### src/rtl/core_pkg.sv
// Shared encodings for the rv32_core_ws core: opcodes, funct3 values,
// FSM state type and byte-enable patterns.
package core_pkg;

    // Major opcodes
    localparam logic [6:0] OP_LUI   = 7'b0110111;
    localparam logic [6:0] OP_AUIPC = 7'b0010111;
    localparam logic [6:0] OP_JAL   = 7'b1101111;
    localparam logic [6:0] OP_JALR  = 7'b1100111;
    localparam logic [6:0] OP_BCC   = 7'b1100011;
    localparam logic [6:0] OP_LCC   = 7'b0000011;
    localparam logic [6:0] OP_SCC   = 7'b0100011;
    localparam logic [6:0] OP_MCC   = 7'b0010011;
    localparam logic [6:0] OP_RCC   = 7'b0110011;
    localparam logic [6:0] OP_MAC   = 7'b1111111;

    // Branch funct3
    localparam logic [2:0] F3_BEQ  = 3'b000;
    localparam logic [2:0] F3_BNE  = 3'b001;
    localparam logic [2:0] F3_BLT  = 3'b100;
    localparam logic [2:0] F3_BGE  = 3'b101;
    localparam logic [2:0] F3_BLTU = 3'b110;
    localparam logic [2:0] F3_BGEU = 3'b111;

    // Load / store funct3
    localparam logic [2:0] F3_LB  = 3'b000;
    localparam logic [2:0] F3_LH  = 3'b001;
    localparam logic [2:0] F3_LW  = 3'b010;
    localparam logic [2:0] F3_LBU = 3'b100;
    localparam logic [2:0] F3_LHU = 3'b101;
    localparam logic [2:0] F3_SB  = 3'b000;
    localparam logic [2:0] F3_SH  = 3'b001;
    localparam logic [2:0] F3_SW  = 3'b010;

    // ALU funct3
    localparam logic [2:0] F3_ADD  = 3'b000;
    localparam logic [2:0] F3_SLL  = 3'b001;
    localparam logic [2:0] F3_SLT  = 3'b010;
    localparam logic [2:0] F3_SLTU = 3'b011;
    localparam logic [2:0] F3_XOR  = 3'b100;
    localparam logic [2:0] F3_SR   = 3'b101;
    localparam logic [2:0] F3_OR   = 3'b110;
    localparam logic [2:0] F3_AND  = 3'b111;

    // Core FSM
    typedef enum logic {
        EXEC = 1'b0,
        MEMW = 1'b1
    } state_e;

    // Byte-enable patterns
    localparam logic [3:0] BE_B0 = 4'b0001;
    localparam logic [3:0] BE_H0 = 4'b0011;
    localparam logic [3:0] BE_H1 = 4'b1100;
    localparam logic [3:0] BE_W  = 4'b1111;

    // Byte enables for an access of the given size at the given offset;
    // misaligned halves/words fall back to the aligned pattern.
    function automatic logic [3:0] be_pattern(input logic [1:0] size, input logic [1:0] off);
        logic [3:0] be;
        case (size)
            2'b00:   be = BE_B0 << off;
            2'b01:   be = off[1] ? BE_H1 : BE_H0;
            default: be = BE_W;
        endcase
        return be;
    endfunction

endpackage

### src/rtl/core_alu.sv
// Combinational ALU for rv32_core_ws: arithmetic/logic result plus the
// branch-taken compare for conditional branches.
module core_alu
    import core_pkg::*;
(
    input  logic [2:0]  fct3,
    input  logic        fct7_5,
    input  logic        is_rtype,
    input  logic [31:0] a,
    input  logic [31:0] b,
    output logic [31:0] result,
    output logic        br_taken
);

    logic [4:0] shamt;
    assign shamt = b[4:0];

    // ALU result; SUB only for register-register ops, SRA sign-fills
    always_comb begin
        result = '0;
        case (fct3)
            F3_ADD:  result = (is_rtype && fct7_5) ? a - b : a + b;
            F3_SLL:  result = a << shamt;
            F3_SLT:  result = {31'd0, $signed(a) < $signed(b)};
            F3_SLTU: result = {31'd0, a < b};
            F3_XOR:  result = a ^ b;
            F3_SR:   result = fct7_5 ? $unsigned($signed(a) >>> shamt) : a >> shamt;
            F3_OR:   result = a | b;
            F3_AND:  result = a & b;
            default: result = '0;
        endcase
    end

    // Branch condition; BGE/BGEU are greater-or-equal
    always_comb begin
        br_taken = 1'b0;
        case (fct3)
            F3_BEQ:  br_taken = (a == b);
            F3_BNE:  br_taken = (a != b);
            F3_BLT:  br_taken = ($signed(a) <  $signed(b));
            F3_BGE:  br_taken = ($signed(a) >= $signed(b));
            F3_BLTU: br_taken = (a <  b);
            F3_BGEU: br_taken = (a >= b);
            default: br_taken = 1'b0;
        endcase
    end

endmodule

### src/rtl/rv32_core_ws.sv
// rv32_core_ws: 2-stage RV32I/RV32E core (fetch + execute/writeback) with a
// data-bus wait-state handshake. Optional MAC instruction enabled by the
// CORE_MAC_EN macro (opcode 7'b1111111 is a NOP when it is not defined).
module rv32_core_ws
    import core_pkg::*;
#(
    parameter logic [31:0] RESET_PC = 32'h0000_0000,
    parameter logic [31:0] RESET_SP = 32'd8192,
    parameter int          NREGS    = 32
) (
    input  logic        clk,
    input  logic        res,
    input  logic        halt,
    input  logic [31:0] in_data,
    output logic [31:0] in_addr,
    input  logic [31:0] data_in,
    output logic [31:0] data_out,
    output logic [31:0] address,
    output logic        write_e,
    output logic        read_e,
    output logic [3:0]  BE,
    input  logic        data_rdy
);

    localparam int RW = $clog2(NREGS);

    if (NREGS != 32 && NREGS != 16) begin : g_nregs_check
        $error("rv32_core_ws: NREGS must be 16 or 32");
    end

    logic [31:0] pc_q, pc_d, nxpc_q, nxpc_d;
    logic        flush_q, flush_d, hold_q, hold_d;
    logic [31:0] ir_q, ir_d;
    state_e      state_q, state_d;
    logic [31:0] regs_q [NREGS];

    // The fetched word must be kept locally whenever the pipeline stalls,
    // because the ROM keeps returning the word at in_addr (the next one).
    logic [31:0] inst;
    assign inst = hold_q ? ir_q : in_data;

    logic [6:0] opcode;
    logic [4:0] rd_idx, rs1_idx, rs2_idx;
    logic [2:0] fct3;
    assign opcode  = inst[6:0];
    assign rd_idx  = inst[11:7];
    assign fct3    = inst[14:12];
    assign rs1_idx = inst[19:15];
    assign rs2_idx = inst[24:20];

    logic [31:0] imm_i, imm_s, imm_b, imm_u, imm_j;
    assign imm_i = {{20{inst[31]}}, inst[31:20]};
    assign imm_s = {{20{inst[31]}}, inst[31:25], inst[11:7]};
    assign imm_b = {{19{inst[31]}}, inst[31], inst[7], inst[30:25], inst[11:8], 1'b0};
    assign imm_u = {inst[31:12], 12'd0};
    assign imm_j = {{11{inst[31]}}, inst[31], inst[19:12], inst[20], inst[30:21], 1'b0};

    logic valid;
    logic is_lui, is_auipc, is_jal, is_jalr, is_bcc, is_load, is_store, is_mcc, is_rcc, is_mac;
    assign valid    = !flush_q;
    assign is_lui   = valid && (opcode == OP_LUI);
    assign is_auipc = valid && (opcode == OP_AUIPC);
    assign is_jal   = valid && (opcode == OP_JAL);
    assign is_jalr  = valid && (opcode == OP_JALR);
    assign is_bcc   = valid && (opcode == OP_BCC);
    assign is_load  = valid && (opcode == OP_LCC);
    assign is_store = valid && (opcode == OP_SCC);
    assign is_mcc   = valid && (opcode == OP_MCC);
    assign is_rcc   = valid && (opcode == OP_RCC);
`ifdef CORE_MAC_EN
    assign is_mac   = valid && (opcode == OP_MAC);
`else
    assign is_mac   = 1'b0;
`endif

    // Register reads; x0 and indices beyond the file read as zero
    logic [31:0] rs1_v, rs2_v;
    assign rs1_v = (rs1_idx != 5'd0 && int'(rs1_idx) < NREGS) ? regs_q[rs1_idx[RW-1:0]] : '0;
    assign rs2_v = (rs2_idx != 5'd0 && int'(rs2_idx) < NREGS) ? regs_q[rs2_idx[RW-1:0]] : '0;

    logic [31:0] mac_v;
`ifdef CORE_MAC_EN
    logic [31:0] rd_v;
    assign rd_v  = (rd_idx != 5'd0 && int'(rd_idx) < NREGS) ? regs_q[rd_idx[RW-1:0]] : '0;
    assign mac_v = rd_v + rs1_v * rs2_v;
`else
    assign mac_v = '0;
`endif

    logic [31:0] alu_b, alu_res;
    logic        br_taken;
    assign alu_b = (opcode == OP_RCC || opcode == OP_BCC) ? rs2_v : imm_i;

    core_alu u_alu (
        .fct3     (fct3),
        .fct7_5   (inst[30]),
        .is_rtype (opcode == OP_RCC),
        .a        (rs1_v),
        .b        (alu_b),
        .result   (alu_res),
        .br_taken (br_taken)
    );

    // Data-bus address, byte enables and store lane placement
    logic mem_op;
    assign mem_op  = is_load || is_store;
    assign address = rs1_v + ((opcode == OP_SCC) ? imm_s : imm_i);
    assign read_e  = !res && is_load;
    assign write_e = !res && is_store;

    always_comb begin
        BE       = be_pattern(fct3[1:0], address[1:0]);
        data_out = rs2_v;
        case (fct3[1:0])
            2'b00:   data_out = {4{rs2_v[7:0]}};
            2'b01:   data_out = {2{rs2_v[15:0]}};
            default: data_out = rs2_v;
        endcase
        data_out = data_out & {{8{BE[3]}}, {8{BE[2]}}, {8{BE[1]}}, {8{BE[0]}}};
    end

    // Load lane extraction with sign/zero extension
    logic [7:0]  lane_b;
    logic [15:0] lane_h;
    logic [31:0] load_v;
    always_comb begin
        lane_b = 8'(data_in >> {address[1:0], 3'b000});
        lane_h = 16'(data_in >> {address[1], 4'b0000});
        case (fct3)
            F3_LB:   load_v = {{24{lane_b[7]}}, lane_b};
            F3_LH:   load_v = {{16{lane_h[15]}}, lane_h};
            F3_LBU:  load_v = {24'd0, lane_b};
            F3_LHU:  load_v = {16'd0, lane_h};
            default: load_v = data_in;
        endcase
    end

    // Control transfer: taken jump/branch redirects NXPC and squashes one slot
    logic        taken, advance;
    logic [31:0] target;
    assign taken   = is_jal || is_jalr || (is_bcc && br_taken);
    assign advance = !halt && (!mem_op || data_rdy);

    always_comb begin
        target = pc_q + imm_b;
        if (is_jal)  target = pc_q + imm_j;
        if (is_jalr) target = (rs1_v + imm_i) & ~32'd1;
    end

    // Writeback select and enable; writes to x0 or beyond the file are dropped
    logic        wb_en;
    logic [31:0] wb_data;
    always_comb begin
        wb_data = alu_res;
        if (is_lui)            wb_data = imm_u;
        if (is_auipc)          wb_data = pc_q + imm_u;
        if (is_jal || is_jalr) wb_data = pc_q + 32'd4;
        if (is_load)           wb_data = load_v;
        if (is_mac)            wb_data = mac_v;
        wb_en = advance && rd_idx != 5'd0 && int'(rd_idx) < NREGS &&
                (is_lui || is_auipc || is_jal || is_jalr || is_load || is_mcc || is_rcc || is_mac);
    end

    // Next PC / fetch / flush / hold state
    always_comb begin
        pc_d    = pc_q;
        nxpc_d  = nxpc_q;
        flush_d = flush_q;
        hold_d  = 1'b1;
        ir_d    = inst;
        if (advance) begin
            pc_d    = nxpc_q;
            nxpc_d  = taken ? target : nxpc_q + 32'd4;
            flush_d = taken;
            hold_d  = 1'b0;
        end
    end

    // FSM next state: wait in MEMW until the bus acknowledges
    always_comb begin
        state_d = state_q;
        case (state_q)
            EXEC:    if (!halt && mem_op && !data_rdy) state_d = MEMW;
            MEMW:    if (!halt && data_rdy) state_d = EXEC;
            default: state_d = EXEC;
        endcase
    end

    // Control registers
    always_ff @(posedge clk) begin
        if (res) begin
            pc_q    <= RESET_PC;
            nxpc_q  <= RESET_PC;
            flush_q <= 1'b1;
            hold_q  <= 1'b0;
            state_q <= EXEC;
        end else begin
            pc_q    <= pc_d;
            nxpc_q  <= nxpc_d;
            flush_q <= flush_d;
            hold_q  <= hold_d;
            state_q <= state_d;
        end
    end

    // Held instruction word
    always_ff @(posedge clk) begin
        ir_q <= ir_d;
    end

    // Register file; only the stack pointer has a reset value
    always_ff @(posedge clk) begin
        if (res) begin
            regs_q[2] <= RESET_SP;
        end else if (wb_en) begin
            regs_q[rd_idx[RW-1:0]] <= wb_data;
        end
    end

    assign in_addr = res ? RESET_PC : nxpc_q;

endmodule

### config.mk
export PLATFORM = sky130hd
export DESIGN_NAME = rv32_core_ws
export DESIGN_NICKNAME = d
export VERILOG_FILES = /design/src/rtl/core_pkg.sv /design/src/rtl/core_alu.sv /design/src/rtl/rv32_core_ws.sv
export SDC_FILE = /design/constraint.sdc
export NUM_CORES = 2
export LEC_CHECK = 0
export ABC_AREA = 1
export BUFFER_PORTS_ARGS = -buffer_cell sky130_fd_sc_hd__buf_2
export CAP_MARGIN = 15
export CELL_PAD_IN_SITES_DETAIL_PLACEMENT = 1
export CELL_PAD_IN_SITES_GLOBAL_PLACEMENT = 2
export CORE_UTILIZATION = 39
export DETAILED_ROUTE_END_ITERATION = 7
export PLACE_DENSITY_LB_ADDON = 0.1
export SLEW_MARGIN = 40
export SYNTH_ARGS = -nofsm -noshare
export SYNTH_HDL_FRONTEND = slang
export SYNTH_SLANG_ARGS = --single-unit
### constraint.sdc
create_clock -name clk -period 7.8 [get_ports clk]
set_clock_uncertainty 0.15 [all_clocks]
set_input_delay 0.78 -clock clk [delete_from_list [all_inputs] [get_ports clk]]
set_output_delay 0.78 -clock clk [all_outputs]
set_load 0.02 [all_outputs]
==> tab_implementation.tex <==
\begin{tabular}{lr}
\hline
Metric & Value \\
\hline
\multicolumn{2}{l}{\textbf{Yosys}} \\
\quad Dominant cell by count in the synthesized netlist & sky130\_fd\_sc\_hd\_\_nand2\_1 \\
\quad Avg Synthesized Cell Area & 7.847 um\^{}2 \\
\quad Total standard cell area after synthesis & 0.07212 mm\^{}2 \\
\quad Part of the Yosys area used for sequential elements & 0.4536 \\
\quad Number of synthesis warnings & 0 \\
\quad Number of storage elements in the synthesis netlist & 1122 \\
\quad Most instantiated cells after synthesis & sky130\_fd\_sc\_hd\_\_nand2\_1, sky130\_fd\_sc\_hd\_\_edfxtp\_1, sky130\_fd\_sc\_hd\_\_o21ai\_0 \\
\quad Count of flip-flops with a built-in enable after synthesis & $\sim$1000 \\
\quad Fraction of synthesis flops using an asynchronous set or reset pin & 0 \\
\quad Main area contributors after synthesis & sky130\_fd\_sc\_hd\_\_edfxtp\_1, sky130\_fd\_sc\_hd\_\_nand2\_1, sky130\_fd\_sc\_hd\_\_o21ai\_0, sky130\_fd\_sc\_hd\_\_nand3\_1, sky130\_fd\_sc\_hd\_\_a21oi\_1 \\
\quad Cells after synthesis & 9191 \\
\quad Largest area contributor in the synthesized netlist & sky130\_fd\_sc\_hd\_\_edfxtp\_1 \\
\quad Share of the synthesized area in the top cell type & 0.4264 \\
\quad Number of distinct standard cells referenced by the synthesized netlist & 63 \\
\quad Top flip-flop cell by instance count after synthesis & sky130\_fd\_sc\_hd\_\_edfxtp\_1 \\
\multicolumn{2}{l}{\textbf{Drt}} \\
\quad Starting DRT DRC Count & 8080 \\
\quad Number of vias after detailed routing & 74090 \\
\quad Drt first pass iters & 6 \\
\quad Post-Route M1 WL & $\sim$150 mm \\
\quad Sum of routed wire length over all layers & 387.4 mm \\
\quad Detailed-route vias per instance & roughly 6 \\
\quad Post-detailed-route count of antenna-violating nets & 0 \\
\quad Met2 routed WL & 174.1 mm \\
\quad Met3 WL & 30.16 mm \\
\quad Top routing layer in use & met5 \\
\quad DRC Markers & 0 \\
\quad Wire length per cell after detailed routing & between 30 and 40 um \\
\multicolumn{2}{l}{\textbf{Clock network}} \\
\quad Number of clock buffers inserted by TritonCTS & 135 \\
\quad Clock Root Buffer & sky130\_fd\_sc\_hd\_\_clkbuf\_16 \\
\quad Post CTS Setup Buffer Count & 0 \\
\quad Clock transition at the registers of the reported paths & $\sim$0.050 ns \\
\quad Number of buffers on the longest clock path & 3 \\
\quad Number of sinks handled by clock tree synthesis & 1122 \\
\quad CTS tree & built \\
\quad Maximum level of the CTS H-tree & 4 \\
\quad Clock latency of the later-clocked register in the worst-skew pair & slightly above 0.8 ns \\
\multicolumn{2}{l}{\textbf{Floorplanning}} \\
\quad Die extent in y & 432.0 um \\
\quad Starting density of the core & 0.3931 \\
\quad Row count & 157 \\
\quad Die footprint & 0.1866 mm\^{}2 \\
\quad I/O pin count & 170 \\
\quad Core region area & 0.1835 mm\^{}2 \\
\quad Chip width & 432.0 um \\
\multicolumn{2}{l}{\textbf{Place}} \\
\quad Sum of net half-perimeters after detailed placement & between 200 and 300 mm \\
\quad Buffers on Ports & between 150 and 200 \\
\quad Standard cell area after detailed placement & 0.08011 mm\^{}2 \\
\quad Placer congestion estimate & around 1.0 \\
\multicolumn{2}{l}{\textbf{Timing}} \\
\quad Hold Vio Cnt, Final & 0 \\
\quad Count of final max-slew check failures & 0 \\
\quad Setup repair after global routing missed its margin & no \\
\quad Final worst-path cycle share & 0.9659 \\
\quad Transition at the pin with the smallest max-transition slack & 0.8903 ns \\
\quad Setup tns final & 0 ns \\
\quad Relative slew slack & 0.4065 \\
\quad Final critical-path required period & 7.534 ns \\
\quad Final count of negative-setup-slack endpoints & 0 \\
\quad Maximum clock rate & about 0.13 GHz \\
\multicolumn{2}{l}{\textbf{Worst setup path}} \\
\quad Critical path capture point type & flip-flop \\
\quad Maximum single-stage delay on the critical path & 0.39 ns \\
\quad Master of the slowest instance on the critical path & sky130\_fd\_sc\_hd\_\_dfxtp\_2 \\
\quad Startpoint-to-endpoint class of the critical path & reg -> reg \\
\quad Start of the worst register-to-register path & hold\_q\$\_SDFF\_PP0\_ \\
\quad Data arrival, critical path & about 8 ns \\
\quad CP startpoint kind & flip-flop \\
\quad End of the worst register-to-register path & regs\_q[20][21]\$\_DFFE\_PP\_ \\
\quad Maximum net fanout on the critical path & 52 \\
\quad Most common cell on crit path & sky130\_fd\_sc\_hd\_\_nand2\_1 \\
\quad Worst-case reg-to-reg path depth & 38 \\
\quad Worst endpoint required time & just over 8 ns \\
\quad Worst reg2reg setup slack & $\sim$0.27 ns \\
\multicolumn{2}{l}{\textbf{Outcome}} \\
\quad Result of the run & finished clean \\
\multicolumn{2}{l}{\textbf{Layout}} \\
\quad Post-layout nets & 9801 \\
\quad Filler Cell Count & $\sim$22000 \\
\quad Layout-stage area growth over the synthesis result & 17.09\% \\
\quad Footprint of the multi-input gates & about 0.034 mm\^{}2 \\
\quad FF+latch area & approximately 0.033 mm\^{}2 \\
\quad Layout Cell Area excl Fill & 0.08444 mm\^{}2 \\
\quad Ratio of cells with drive above 1 in the final layout & 0.1217 \\
\multicolumn{2}{l}{\textbf{Hold path}} \\
\quad Start point of the worst hold path & in\_data[1] \\
\quad Hold path cells & 3 \\
\quad Worst Hold Path EP & ir\_q[1]\$\_DFF\_P\_ \\
\quad Hold Path Class & in -> reg \\
\multicolumn{2}{l}{\textbf{Global routing}} \\
\quad Global-route wire length before repair & 541.1 mm \\
\quad GRT Overall Usage & 0.4058 \\
\quad Remaining global-route overflow & 0 \\
\quad Via count of the first global-routing pass & 73290 \\
\quad Initial antenna violation count & 14 \\
\quad Largest net degree at the start of global routing & 86 \\
\multicolumn{2}{l}{\textbf{Power}} \\
\quad Static leakage & 33.96 nW \\
\quad Pwr per Cell Area & 225.5 mW/mm\^{}2 \\
\quad Final total power & around 19 mW \\
\quad Largest vdd supply drop & 0.2371 mV \\
\multicolumn{2}{l}{\textbf{Flow run}} \\
\quad Max-cap check violation count & 0 \\
\hline
\end{tabular}
[flip-flops by register name, indices dropped and copies added (netlist names)]
| register | flops |
|---|---|
| regs_q | 1024 |
| ir_q | 32 |
| nxpc_q | 32 |
| pc_q | 32 |
| flush_q | 1 |
| hold_q | 1 |
[what timing repair did]
| item | CTS | global route |
|---|---|---|
| hold buffers | 1 | 0 |
| gates cloned | 0 | 0 |
| endpoints found under the hold margin | 1 | 0 |
| setup endpoints to repair | 206 | 303 |
| gates resized for setup | 9 | 11 |
[stage by stage]
step	hold WS [ns]	std cells	worst slack, ns	util
6_report	0.05179	12140	0.2661	0.4603
4_1_cts	0.002268	12110	0.004050	0.4595
5_1_grt	0.03750	12120	0.02550	0.4600
3_3_place_gp	0.2855	11870	-0.9517	0.4362
2_1_floorplan	0.2723	9222	1.070	-
3_5_place_dp	0.2965	11870	-0.9064	0.4366
[critical path: cells and delay by family (launching register included)]
| family | cells | cell delay [ns] |
|---|---|---|
| compound gates | 12 | 2.37 |
| simple gates | 14 | 1.88 |
| buf+inv | 10 | 1.85 |
| flops | 1 | 0.39 |
| fa+ha+maj | 1 | 0.27 |
| xor+xnor | 1 | 0.17 |
[cell families after synthesis]
logic type                 Yosys count  share of synthesized area
other                                1                 0.00005200
buffers and inverters             1507                    0.08680
DFF                               1122                     0.4536
xor gates and xnor gates           102                    0.01239
and+or+nand+nor                   3772                     0.2211
muxes                                6                  0.0008328
adders and majority gates          186                    0.03258
AOI/OAI and AO/OA                 2495                     0.1927
[metal layers]
| metal | vias to the layer above | track usage |
|---|---|---|
| li1 | 32470 | - |
| met1 | 37190 | 0.5083 |
| met2 | 3516 | 0.6379 |
| met3 | 915 | 0.07059 |
| met4 | 2 | 0.2780 |
| met5 | - | 0 |
[power breakdown]
part	internal, mW	switching, mW
logic	1.90	4.53
clock network	3.41	2.69
registers	6.50	0.0124
total	11.8	7.24
[final cells by class]
class,instances,area share
Tap cell,2464,0.03651
Antenna cell,21,0.0006223
Sequential cell,1122,0.3874
Clock buffer,178,0.04364
Timing Repair Buffer,785,0.08515
Multi-Input combinational cell,6593,0.4004
Inverter,910,0.04063
Clock inverter,62,0.005675
[layout by cell type, fill, tap and decap left out, types with 39 or more instances in the layout]
cell,instances
sky130_fd_sc_hd__o21ai_0,947
sky130_fd_sc_hd__o21ai_1,77
sky130_fd_sc_hd__a31oi_1,103
sky130_fd_sc_hd__buf_2,170
sky130_fd_sc_hd__inv_1,879
sky130_fd_sc_hd__nor2_1,478
sky130_fd_sc_hd__dfxtp_1,97
sky130_fd_sc_hd__o22ai_1,59
sky130_fd_sc_hd__edfxtp_1,1024
sky130_fd_sc_hd__o21a_1,39
sky130_fd_sc_hd__a21oi_1,877
sky130_fd_sc_hd__nand4_1,54
sky130_fd_sc_hd__nand3_1,937
sky130_fd_sc_hd__buf_4,472
sky130_fd_sc_hd__nand2_1,2091
sky130_fd_sc_hd__nor3_1,42
sky130_fd_sc_hd__buf_12,130
sky130_fd_sc_hd__a211oi_1,66
sky130_fd_sc_hd__clkbuf_16,139
sky130_fd_sc_hd__xor2_1,84
sky130_fd_sc_hd__o211ai_1,145
sky130_fd_sc_hd__ha_1,183
[how the worst max path moves through the flow]
stage,start,to
after floorplan,in_data[20],regs_q[0][16]$_DFFE_PP_
after global placement,in_data[16],regs_q[16][31]$_DFFE_PP_
after detailed placement,in_data[20],regs_q[19][31]$_DFFE_PP_
after CTS,hold_q$_SDFF_PP0_,regs_q[20][21]$_DFFE_PP_
after global routing,hold_q$_SDFF_PP0_,regs_q[2][31]$_DFFE_PP_
final,hold_q$_SDFF_PP0_,regs_q[20][21]$_DFFE_PP_
Note: power is estimated with default switching activity, not from simulation.
